[config.mk]
export PLATFORM = sky130hd
export DESIGN_NAME = moosic_pwm_out
export DESIGN_NICKNAME = d
export VERILOG_FILES = /design/src/rtl/moosic_pkg.sv /design/src/rtl/moosic_tick_gen.sv /design/src/rtl/moosic_pwm_out.sv
export SDC_FILE = /design/constraint.sdc
export NUM_CORES = 1
export LEC_CHECK = 0
export ABC_CLOCK_PERIOD_IN_PS = 1850
export BUFFER_PORTS_ARGS = -buffer_cell sky130_fd_sc_hd__buf_2
export CAP_MARGIN = 20
export CORE_MARGIN = 2
export CORE_UTILIZATION = 56
export CTS_CLUSTER_DIAMETER = 120
export CTS_CLUSTER_SIZE = 12
export DETAILED_ROUTE_END_ITERATION = 6
export PLACE_DENSITY = 0.76
export SLEW_MARGIN = 5
export SYNTH_ARGS = -nofsm -noshare
export SYNTH_HDL_FRONTEND = slang
export SYNTH_SLANG_ARGS = --single-unit
export TNS_END_PERCENT = 1
[constraint.sdc]
create_clock -name clk -period 1.85 [get_ports clk]
set_input_delay 0.185 -clock clk [delete_from_list [all_inputs] [get_ports clk]]
set_output_delay 0.185 -clock clk [all_outputs]
set_load 0.02 [all_outputs]
[src/rtl/moosic_pkg.sv]
// Shared widths and types for the moosic PWM audio output stage.
package moosic_pkg;
   localparam int SAMPLE_W = 8;
   localparam int DIV_W    = 4;

   typedef logic [SAMPLE_W-1:0] sample_t;
   typedef logic [DIV_W-1:0]    div_t;

   localparam sample_t SAMPLE_MAX = '1;
endpackage

[src/rtl/moosic_tick_gen.sv]
// Tick prescaler: one tick every div_i+1 clk cycles, parked at zero while disabled.
module moosic_tick_gen
   import moosic_pkg::*;
(
   input  logic clk,
   input  logic rst_n,
   input  logic ena,
   input  div_t div_i,
   output logic tick
);

   div_t presc_q, presc_d;

   // Equality compare so a shrinking div_i lets the count run up to max and wrap.
   always_comb begin
      presc_d = presc_q;
      if (!ena) begin
         presc_d = '0;
      end else if (presc_q == div_i) begin
         presc_d = '0;
      end else begin
         presc_d = div_t'(presc_q + 1'b1);
      end
   end

   always_ff @(posedge clk or negedge rst_n) begin
      if (!rst_n) begin
         presc_q <= '0;
      end else begin
         presc_q <= presc_d;
      end
   end

   assign tick = ena && (presc_q == div_i);

endmodule

[src/rtl/moosic_pwm_out.sv]
// PWM audio output: one-entry sample buffer, period counter, duty comparator, underrun flag.
module moosic_pwm_out
   import moosic_pkg::*;
(
   input  logic    clk,
   input  logic    rst_n,
   input  logic    ena,
   input  div_t    div_i,
   input  sample_t sample_i,
   input  logic    sample_valid_i,
   output logic    sample_ready_o,
   output logic    period_start_o,
   output logic    underrun_o,
   input  logic    underrun_clr_i,
   output logic    pwm_o
);

   sample_t cnt_q, cnt_d;
   sample_t active_q, active_d;
   sample_t pend_q, pend_d;
   logic    pend_full_q, pend_full_d;
   logic    pwm_q, pwm_d;
   logic    pstart_q, pstart_d;
   logic    unr_q, unr_d;
   logic    tick;
   logic    wrap;
   logic    accept;

   moosic_tick_gen u_tick_gen (
      .clk   (clk),
      .rst_n (rst_n),
      .ena   (ena),
      .div_i (div_i),
      .tick  (tick)
   );

   assign wrap           = tick && (cnt_q == SAMPLE_MAX);
   // The wrap frees the pending slot in the same cycle, so a full buffer still accepts then.
   assign sample_ready_o = !pend_full_q || wrap;
   assign accept         = sample_valid_i && sample_ready_o;

   always_comb begin
      cnt_d       = cnt_q;
      active_d    = active_q;
      pend_d      = pend_q;
      pend_full_d = pend_full_q;
      unr_d       = unr_q;
      pstart_d    = wrap;
      pwm_d       = ena && (cnt_q < active_q);

      if (!ena) begin
         cnt_d = '0;
      end else if (tick) begin
         cnt_d = sample_t'(cnt_q + 1'b1);
      end

      if (wrap && pend_full_q) begin
         active_d    = pend_q;
         pend_full_d = 1'b0;
      end
      if (accept) begin
         pend_d      = sample_i;
         pend_full_d = 1'b1;
      end

      if (underrun_clr_i) begin
         unr_d = 1'b0;
      end
      if (wrap && !pend_full_q) begin
         unr_d = 1'b1;
      end
   end

   always_ff @(posedge clk or negedge rst_n) begin
      if (!rst_n) begin
         cnt_q       <= '0;
         active_q    <= '0;
         pend_q      <= '0;
         pend_full_q <= 1'b0;
         pwm_q       <= 1'b0;
         pstart_q    <= 1'b0;
         unr_q       <= 1'b0;
      end else begin
         cnt_q       <= cnt_d;
         active_q    <= active_d;
         pend_q      <= pend_d;
         pend_full_q <= pend_full_d;
         pwm_q       <= pwm_d;
         pstart_q    <= pstart_d;
         unr_q       <= unr_d;
      end
   end

   assign pwm_o          = pwm_q;
   assign period_start_o = pstart_q;
   assign underrun_o     = unr_q;

endmodule

==> results of run 1 <==
## worst register-to-register path, stage by stage (launching register included)
cell and delay (ns):
sky130_fd_sc_hd__dfrtp_1 0.45, sky130_fd_sc_hd__nand4_1 0.25, sky130_fd_sc_hd__nor2_2 0.24, sky130_fd_sc_hd__and4_4 0.36
sky130_fd_sc_hd__mux2_4 0.32
## power by group through the flow
stage                     Clock [mW]  Combinational (mW)  Sequential [mW]
after floorplan                    0              0.0505            0.731
after global placement             0              0.0855            0.731
after detailed placement           0              0.0893            0.733
after CTS                      0.425              0.0940            0.719
after global routing           0.463               0.116            0.724
final                          0.417               0.103            0.722
## cell usage in the layout, fill, tap and decap left out, types with 2 or more instances in the layout
cell	n
sky130_fd_sc_hd__dfrtp_1	31
sky130_fd_sc_hd__nand2_1	22
sky130_fd_sc_hd__buf_2	20
sky130_fd_sc_hd__inv_1	11
sky130_fd_sc_hd__o21ai_0	8
sky130_fd_sc_hd__mux2_4	8
sky130_fd_sc_hd__o211ai_1	8
sky130_fd_sc_hd__ha_1	8
sky130_fd_sc_hd__a21oi_1	6
sky130_fd_sc_hd__clkbuf_4	5
sky130_fd_sc_hd__xnor2_2	4
sky130_fd_sc_hd__nor2_1	4
sky130_fd_sc_hd__nand2b_1	4
sky130_fd_sc_hd__buf_4	4
sky130_fd_sc_hd__nand4_1	3
sky130_fd_sc_hd__nand3_1	3
sky130_fd_sc_hd__mux2i_1	3
sky130_fd_sc_hd__xnor2_1	2
sky130_fd_sc_hd__and3_1	2
sky130_fd_sc_hd__and4_4	2
sky130_fd_sc_hd__nor2b_1	2
sky130_fd_sc_hd__or3_1	2
sky130_fd_sc_hd__o21ai_1	2
sky130_fd_sc_hd__clkinv_2	2
## cell families (layout without fill, tap and decap cells)
| family | Yosys count | after routing | synth area share (%) |
|---|---|---|---|
| and+or+nand+nor | 49 | 49 | 14.7 |
| xor gates and xnor gates | 7 | 7 | 3.71 |
| AOI/OAI and AO/OA | 31 | 31 | 12.4 |
| DFF | 32 | 32 | 48.5 |
| buffers and inverters | 17 | 44 | 4.77 |
| muxes | 11 | 11 | 9.09 |
| adders and majority gates | 9 | 9 | 6.82 |
## sequential cells by signal, summed over array words and instances (netlist names)
name and cells:
active_q 8, cnt_q 8, pend_full_q 1, pend_q 8, period_start_o 1, pwm_o 1, u_tick_gen.presc_q 4, underrun_o 1
## routing by layer
| layer | part of all wire (%) | vias to the layer above | track usage, % |
|---|---|---|---|
| li1 | - | 602 | - |
| met3 | 3.8 | 8 | 6.37 |
| met5 | 0 | - | 0 |
| met4 | 3.5 | 0 | 14.0 |
| met1 | 43 | 597 | 27.9 |
| met2 | 49 | 34 | 34.7 |
## worst min path at each step
| stage | cells past startpoint | endpoint | start |
|---|---|---|---|
| 6_report | 3 | pend_q[7]$_DFFE_PN0P_ | sample_i[7] |
| 5_1_grt | 3 | pend_q[4]$_DFFE_PN0P_ | sample_i[4] |
| 4_1_cts | 3 | pend_q[7]$_DFFE_PN0P_ | sample_i[7] |
| 3_5_place_dp | 1 | period_start_o$_DFF_PN0_ | rst_n |
| 3_3_place_gp | 1 | period_start_o$_DFF_PN0_ | rst_n |
| 2_1_floorplan | 0 | active_q[0]$_DFFE_PN0P_ | rst_n |
## synth_stat cells (3+ instances only)
cell type	instances	share of area, %
sky130_fd_sc_hd__a21oi_1	6	1.8
sky130_fd_sc_hd__clkbuf_1	4	0.91
sky130_fd_sc_hd__dfrtp_1	32	48
sky130_fd_sc_hd__ha_1	9	6.8
sky130_fd_sc_hd__inv_1	11	2.5
sky130_fd_sc_hd__mux2_4	8	7.3
sky130_fd_sc_hd__mux2i_1	3	1.8
sky130_fd_sc_hd__nand2_1	22	5.0
sky130_fd_sc_hd__nand2b_1	4	1.5
sky130_fd_sc_hd__nand3_1	3	0.91
sky130_fd_sc_hd__nand4_1	3	1.1
sky130_fd_sc_hd__nor2_1	5	1.1
sky130_fd_sc_hd__o211ai_1	8	3.6
sky130_fd_sc_hd__o21ai_0	8	2.4
sky130_fd_sc_hd__xnor2_1	6	3.2
## timing repair
item / 4_1_cts / 5_1_grt
hold buffers: 1 / 0
setup buffers: 1 / 0
endpoints found under the hold margin: 32 / 0
pin swaps: 1 / 2
setup endpoints to repair: 1 / 11
gates resized for setup: 4 / 6
## layout make-up
class                      count  area (um^2)  share of cell area [%]
inverter                      11         41.3                    2.17
tap                           31         38.8                    2.04
multi-input combinational    107          818                    43.0
clock buffer                   6         51.3                    2.70
timing repair buffer          25          140                    7.37
clock inverter                 2         10.0                   0.526
sequential                    32          802                    42.2
## metrics by stage
step / area (um^2) / power (mW)
2_1_floorplan: 1650 / 0.781
3_3_place_gp: 1780 / 0.817
3_5_place_dp: 1780 / 0.822
4_1_cts: 1870 / 1.24
5_1_grt: 1900 / 1.30
6_report: 1900 / 1.24
==> impl_metrics.xml, run 1 <==
<?xml version="1.0" encoding="UTF-8"?>
<metrics>
  <group name="clock_tree">
    <metric name="clk_path_buf_depth" unit="">2</metric>
    <metric name="cts_root_buffer" unit="">sky130_fd_sc_hd__clkbuf_4</metric>
    <metric name="h-tree-depth" unit="">2</metric>
    <metric name="numCtsBuffers" unit="">5</metric>
    <metric name="clock_latency_late_sink" unit="ns">0.33</metric>
    <metric name="tritoncts_clock_tree" unit="">built</metric>
    <metric name="clock_sink_count" unit="">32</metric>
    <metric name="clk_pin_slew" unit="ns">0.10</metric>
  </group>
  <group name="status">
    <metric name="status" unit="">finished, final reports clean</metric>
  </group>
  <group name="sta">
    <metric name="worst_clock_skew" unit="ns">0.00258</metric>
    <metric name="worstMarginPinSlew" unit="ns">0.696</metric>
    <metric name="worst_slew_margin_rel" unit="%">53.6</metric>
    <metric name="rsz0062_at_grt" unit="">yes</metric>
    <metric name="finalHoldWorstSlack" unit="ns">0.0796</metric>
    <metric name="setup_viol" unit="">0</metric>
    <metric name="finalHoldViolations" unit="">0</metric>
    <metric name="fin_tns_setup" unit="ns">0</metric>
    <metric name="setup_slack" unit="ns">0.0587</metric>
    <metric name="period_share" unit="%">96.8</metric>
    <metric name="fmaxAchievable" unit="MHz">558</metric>
    <metric name="final_max_slew_viol_count" unit="">0</metric>
    <metric name="final_period_minus_worst_setup_slack" unit="ns">1.79</metric>
  </group>
  <group name="power_and_ir_drop">
    <metric name="switching_power_total" unit="uW">307</metric>
    <metric name="power.sequential.fraction" unit="%">58.1</metric>
    <metric name="internal_power" unit="uW">935</metric>
    <metric name="switching_share" unit="%">24.7</metric>
    <metric name="power_frac_comb" unit="%">8.3</metric>
    <metric name="p_leak" unit="nW">0.908</metric>
    <metric name="power.share.clock" unit="%">33.5</metric>
    <metric name="power.density_cell_area" unit="nW/um^2">653</metric>
    <metric name="vdd.ir_drop.worst" unit="mV">0.593</metric>
  </group>
  <group name="placed_design">
    <metric name="dp_worst_setup_slack" unit="ns">0.0594</metric>
    <metric name="gp_congestion" unit="">0.727</metric>
    <metric name="place.detailed.instances" unit="">204</metric>
    <metric name="port_buffers" unit="">20</metric>
    <metric name="detailedPlacementHpwl" unit="um">2360</metric>
  </group>
  <group name="critical_path">
    <metric name="crit_slowest_cell" unit="">sky130_fd_sc_hd__dfrtp_1</metric>
    <metric name="worstRegToRegCells" unit="">4</metric>
    <metric name="worstPathBufferInverterCount" unit="">2</metric>
    <metric name="cp-endpoint" unit="">sample_ready_o</metric>
    <metric name="reg2reg_slack" unit="ns">0.12</metric>
    <metric name="worst-path-max-fanout" unit="">6</metric>
    <metric name="worst_setup_path_startpoint" unit="">cnt_q[5]$_DFFE_PN0P_</metric>
    <metric name="largest_stage_delay_worst_path" unit="ns">0.45</metric>
    <metric name="worstSetupPathDepth" unit="">5</metric>
    <metric name="worst-endpoint-arrival" unit="ns">1.61</metric>
    <metric name="crit_path_end_kind" unit="">output port</metric>
    <metric name="worstSetupStartpointType" unit="">flip-flop</metric>
    <metric name="crit_chain" unit="">nand4_1 &gt; nor2_2 &gt; a31oi_4 &gt; inv_1 &gt; buf_2</metric>
    <metric name="data_required_time_at_the_worst_endpoint" unit="ns">1.66</metric>
    <metric name="timing.rr.start" unit="">cnt_q[5]$_DFFE_PN0P_</metric>
    <metric name="crit_type" unit="">flip-flop to output port</metric>
    <metric name="critical_path.reg2reg.endpoint" unit="">active_q[4]$_DFFE_PN0P_</metric>
    <metric name="cp_top_family" unit="">simple AND/OR/NAND/NOR gates</metric>
  </group>
  <group name="job">
    <metric name="cap_viol_max_count" unit="">0</metric>
  </group>
  <group name="finish">
    <metric name="layout.filler_cells" unit="">226</metric>
    <metric name="areaGrowthSynthToFinish" unit="%">15.2</metric>
    <metric name="post_layout_nonfiller_instances" unit="">214</metric>
    <metric name="num_antenna_cells" unit="">0</metric>
    <metric name="number_of_nets_in_the_layout" unit="">208</metric>
    <metric name="final_layout_size_suffix_gt1_share" unit="%">27.9</metric>
    <metric name="utilization" unit="%">68.4</metric>
  </group>
  <group name="synthesis">
    <metric name="post_synth.cell_area_avg" unit="um^2">10.6</metric>
    <metric name="ys_seq_elements" unit="">32</metric>
    <metric name="synth.cell_area" unit="um^2">1650</metric>
    <metric name="async_flop_share" unit="%">100</metric>
    <metric name="post_synth_num_cell_types" unit="">34</metric>
    <metric name="synth_fp_nets" unit="">182</metric>
    <metric name="synth_warnings" unit="">0</metric>
    <metric name="synth_flop_cell" unit="">sky130_fd_sc_hd__dfrtp_1</metric>
    <metric name="synth_cells" unit="">156</metric>
    <metric name="synth_seq_area_share" unit="%">48.5</metric>
    <metric name="synth_edf_count" unit="">0</metric>
  </group>
  <group name="routing">
    <metric name="number_of_remaining_drc_errors" unit="">0</metric>
    <metric name="detailedRoute.firstIterationViolations" unit="">42</metric>
    <metric name="route.detailed.wl_per_inst" unit="um">14.9</metric>
    <metric name="routed_via_density" unit="">5.80</metric>
    <metric name="postRouteWirelength" unit="um">3200</metric>
    <metric name="drtPass1Iterations" unit="">4</metric>
    <metric name="ant_nets" unit="">0</metric>
    <metric name="dr_total_vias" unit="">1241</metric>
  </group>
  <group name="floorplan">
    <metric name="die_x" unit="um">58.3</metric>
    <metric name="initial_utilization" unit="%">59.4</metric>
    <metric name="floorplan.io_pins" unit="">21</metric>
    <metric name="floorplan.rows" unit="">19</metric>
    <metric name="dieArea" unit="um^2">3400</metric>
    <metric name="core" unit="um^2">2780</metric>
    <metric name="fp.dieH" unit="um">58.3</metric>
  </group>
  <group name="grt">
    <metric name="overflow" unit="">0</metric>
    <metric name="via_count_of_the_first_global_routing_pass" unit="">1221</metric>
    <metric name="grt_first_pass_wirelength" unit="um">5550</metric>
    <metric name="globalRouteTotalUtil" unit="%">22.5</metric>
    <metric name="antenna_violations_before_repair" unit="">0</metric>
    <metric name="largest_net_degree_at_the_start_of_global_routing" unit="">33</metric>
  </group>
  <group name="worst_hold_path">
    <metric name="hold_path_class" unit="">input port to flip-flop</metric>
  </group>
</metrics>
Power figures use the tool's default switching activity.
==> inputs of run 2 (changes only) <==
ABC_CLOCK_PERIOD_IN_PS = 2300   (was 1850)
CORE_UTILIZATION = 60   (was 56)
PLACE_DENSITY = 0.8   (was 0.76)
clock period = 2.3 ns   (was 1.85 ns; I/O delays follow)
==> impl_metrics.xml, run 2 (synthesis results as in run 1) <==
<?xml version="1.0" encoding="UTF-8"?>
<metrics>
  <group name="critical_path">
    <metric name="worst-endpoint-arrival" unit="ns">1.83</metric>
    <metric name="crit_type" unit="">flip-flop to output port</metric>
    <metric name="crit_path_end_kind" unit="">output port</metric>
    <metric name="cp-endpoint" unit="">sample_ready_o</metric>
    <metric name="worst_setup_path_startpoint" unit="">u_tick_gen.presc_q[0]$_DFF_PN0_</metric>
    <metric name="timing.rr.start" unit="">u_tick_gen.presc_q[0]$_DFF_PN0_</metric>
    <metric name="data_required_time_at_the_worst_endpoint" unit="ns">2.07</metric>
    <metric name="critical_path.reg2reg.endpoint" unit="">active_q[3]$_DFFE_PN0P_</metric>
    <metric name="worst-path-max-fanout" unit="">10</metric>
    <metric name="reg2reg_slack" unit="ns">0.45</metric>
    <metric name="worstRegToRegCells" unit="">4</metric>
    <metric name="worstSetupStartpointType" unit="">flip-flop</metric>
  </group>
  <group name="sta">
    <metric name="final_max_slew_viol_count" unit="">0</metric>
    <metric name="setup_viol" unit="">0</metric>
    <metric name="period_share" unit="%">89.6</metric>
    <metric name="rsz0062_at_grt" unit="">no</metric>
    <metric name="worst_slew_margin_rel" unit="%">53.5</metric>
    <metric name="final_period_minus_worst_setup_slack" unit="ns">2.06</metric>
    <metric name="fmaxAchievable" unit="MHz">485</metric>
    <metric name="fin_tns_setup" unit="ns">0</metric>
    <metric name="worstMarginPinSlew" unit="ns">0.697</metric>
    <metric name="worst_clock_skew" unit="ns">0.00693</metric>
    <metric name="setup_slack" unit="ns">0.240</metric>
    <metric name="finalHoldViolations" unit="">0</metric>
  </group>
  <group name="finish">
    <metric name="num_antenna_cells" unit="">0</metric>
    <metric name="most_common_cell_after_layout_fill_and_taps_aside" unit="">sky130_fd_sc_hd__dfrtp_1</metric>
    <metric name="most-common-layout-cells" unit="">sky130_fd_sc_hd__dfrtp_1 (32), sky130_fd_sc_hd__nand2_1 (22), sky130_fd_sc_hd__buf_2 (20), sky130_fd_sc_hd__inv_1 (11), sky130_fd_sc_hd__ha_1 (9)</metric>
    <metric name="number_of_nets_in_the_layout" unit="">205</metric>
    <metric name="layout_top_registers" unit="">active_q (8), cnt_q (8), pend_q (8)</metric>
    <metric name="final_layout_size_suffix_gt1_share" unit="%">22.2</metric>
    <metric name="areaGrowthSynthToFinish" unit="%">12.6</metric>
    <metric name="utilization" unit="%">69.2</metric>
  </group>
  <group name="routing">
    <metric name="route.detailed.wl_per_inst" unit="um">14.9</metric>
    <metric name="postRouteWirelength" unit="um">3140</metric>
    <metric name="routed_via_density" unit="">5.74</metric>
    <metric name="detailedRoute.firstIterationViolations" unit="">43</metric>
    <metric name="dr_total_vias" unit="">1211</metric>
    <metric name="number_of_remaining_drc_errors" unit="">0</metric>
    <metric name="ant_nets" unit="">0</metric>
    <metric name="drtPass1Iterations" unit="">4</metric>
  </group>
  <group name="clock_tree">
    <metric name="numCtsBuffers" unit="">5</metric>
    <metric name="clock_sink_count" unit="">32</metric>
    <metric name="post-cts-setup-buffer-count" unit="">0</metric>
    <metric name="cts_root_buffer" unit="">sky130_fd_sc_hd__clkbuf_4</metric>
    <metric name="tritoncts_clock_tree" unit="">built</metric>
    <metric name="h-tree-depth" unit="">2</metric>
    <metric name="clk_path_buf_depth" unit="">2</metric>
    <metric name="clock_latency_late_sink" unit="ns">0.35</metric>
    <metric name="clk_pin_slew" unit="ns">0.11</metric>
  </group>
  <group name="floorplan">
    <metric name="fp.dieH" unit="um">56.5</metric>
    <metric name="initial_utilization" unit="%">61.5</metric>
    <metric name="dieArea" unit="um^2">3190</metric>
    <metric name="floorplan.rows" unit="">19</metric>
    <metric name="floorplan.io_pins" unit="">21</metric>
    <metric name="die_x" unit="um">56.5</metric>
    <metric name="core" unit="um^2">2690</metric>
  </group>
  <group name="power_and_ir_drop">
    <metric name="vdd.ir_drop.worst" unit="mV">0.888</metric>
    <metric name="power.density_cell_area" unit="nW/um^2">582</metric>
    <metric name="p_leak" unit="nW">0.881</metric>
  </group>
  <group name="placed_design">
    <metric name="dp_worst_setup_slack" unit="ns">0.503</metric>
    <metric name="detailedPlacementHpwl" unit="um">2320</metric>
    <metric name="port_buffers" unit="">20</metric>
    <metric name="gp_congestion" unit="">0.745</metric>
  </group>
  <group name="worst_hold_path">
    <metric name="timing.hold.worst_path_depth" unit="">3</metric>
    <metric name="hold_path_class" unit="">input port to flip-flop</metric>
  </group>
  <group name="grt">
    <metric name="largest_net_degree_at_the_start_of_global_routing" unit="">33</metric>
    <metric name="globalRouteTotalUtil" unit="%">22.9</metric>
    <metric name="via_count_of_the_first_global_routing_pass" unit="">1182</metric>
    <metric name="overflow" unit="">0</metric>
    <metric name="antenna_violations_before_repair" unit="">0</metric>
    <metric name="grt_first_pass_wirelength" unit="um">5480</metric>
  </group>
  <group name="job">
    <metric name="cap_viol_max_count" unit="">0</metric>
  </group>
  <group name="status">
    <metric name="status" unit="">finished, final reports clean</metric>
  </group>
</metrics>
==> run 2: stage by stage <==
stage	instance area (um^2)	instances	total power [mW]	hold slack (ns)
after floorplan	1650	156	0.628	-0.0656
after global placement	1760	202	0.657	0.300
after detailed placement	1760	202	0.662	0.311
after CTS	1850	211	1.09	0.108
after global routing	1860	211	1.13	0.112
final	1860	211	1.08	0.118
==> run 2: worst min path at each step <==
stage,end,from
final,pend_q[3]$_DFFE_PN0P_,sample_i[3]
after global routing,pend_q[1]$_DFFE_PN0P_,sample_i[1]
after CTS,pend_q[3]$_DFFE_PN0P_,sample_i[3]
after detailed placement,period_start_o$_DFF_PN0_,rst_n
after global placement,period_start_o$_DFF_PN0_,rst_n
after floorplan,active_q[0]$_DFFE_PN0P_,rst_n
==> run 2: repair_timing <==
item,CTS,global route
endpoints found under the setup margin,0,1
endpoints found under the hold margin,32,0
hold buffers,1,0
resized for setup,0,1
==> run 2: critical path: stages (launching register included) <==
cell	delay (ns)
sky130_fd_sc_hd__dfrtp_1	0.43
sky130_fd_sc_hd__xnor2_1	0.19
sky130_fd_sc_hd__and4_1	0.41
sky130_fd_sc_hd__a31oi_4	0.20
sky130_fd_sc_hd__inv_1	0.08
sky130_fd_sc_hd__buf_2	0.16
==> run 2: layer usage <==
layer | GRT usage (%) | share of wire [%]
met5 | 0 | 0
met4 | 8.50 | 2.2
met3 | 8.06 | 6.4
met2 | 34.2 | 46
met1 | 30.8 | 45
==> run 2: final cells by class <==
type                            instances  area [um^2]
Inverter                               11         41.3
Multi-Input combinational cell        107          781
Fill cell                             206          827
Clock buffer                            5         37.5
Sequential cell                        32          801
Timing Repair Buffer                   22          118
Clock inverter                          3         42.5
Tap cell                               31         38.8
==> run 2: power by group <==
part           leakage [nW]  switching [mW]  internal, mW  total, mW
combinational         0.401          0.0441        0.0302     0.0743
sequential            0.439         0.00817         0.570      0.578
clock                0.0412           0.203         0.226      0.430
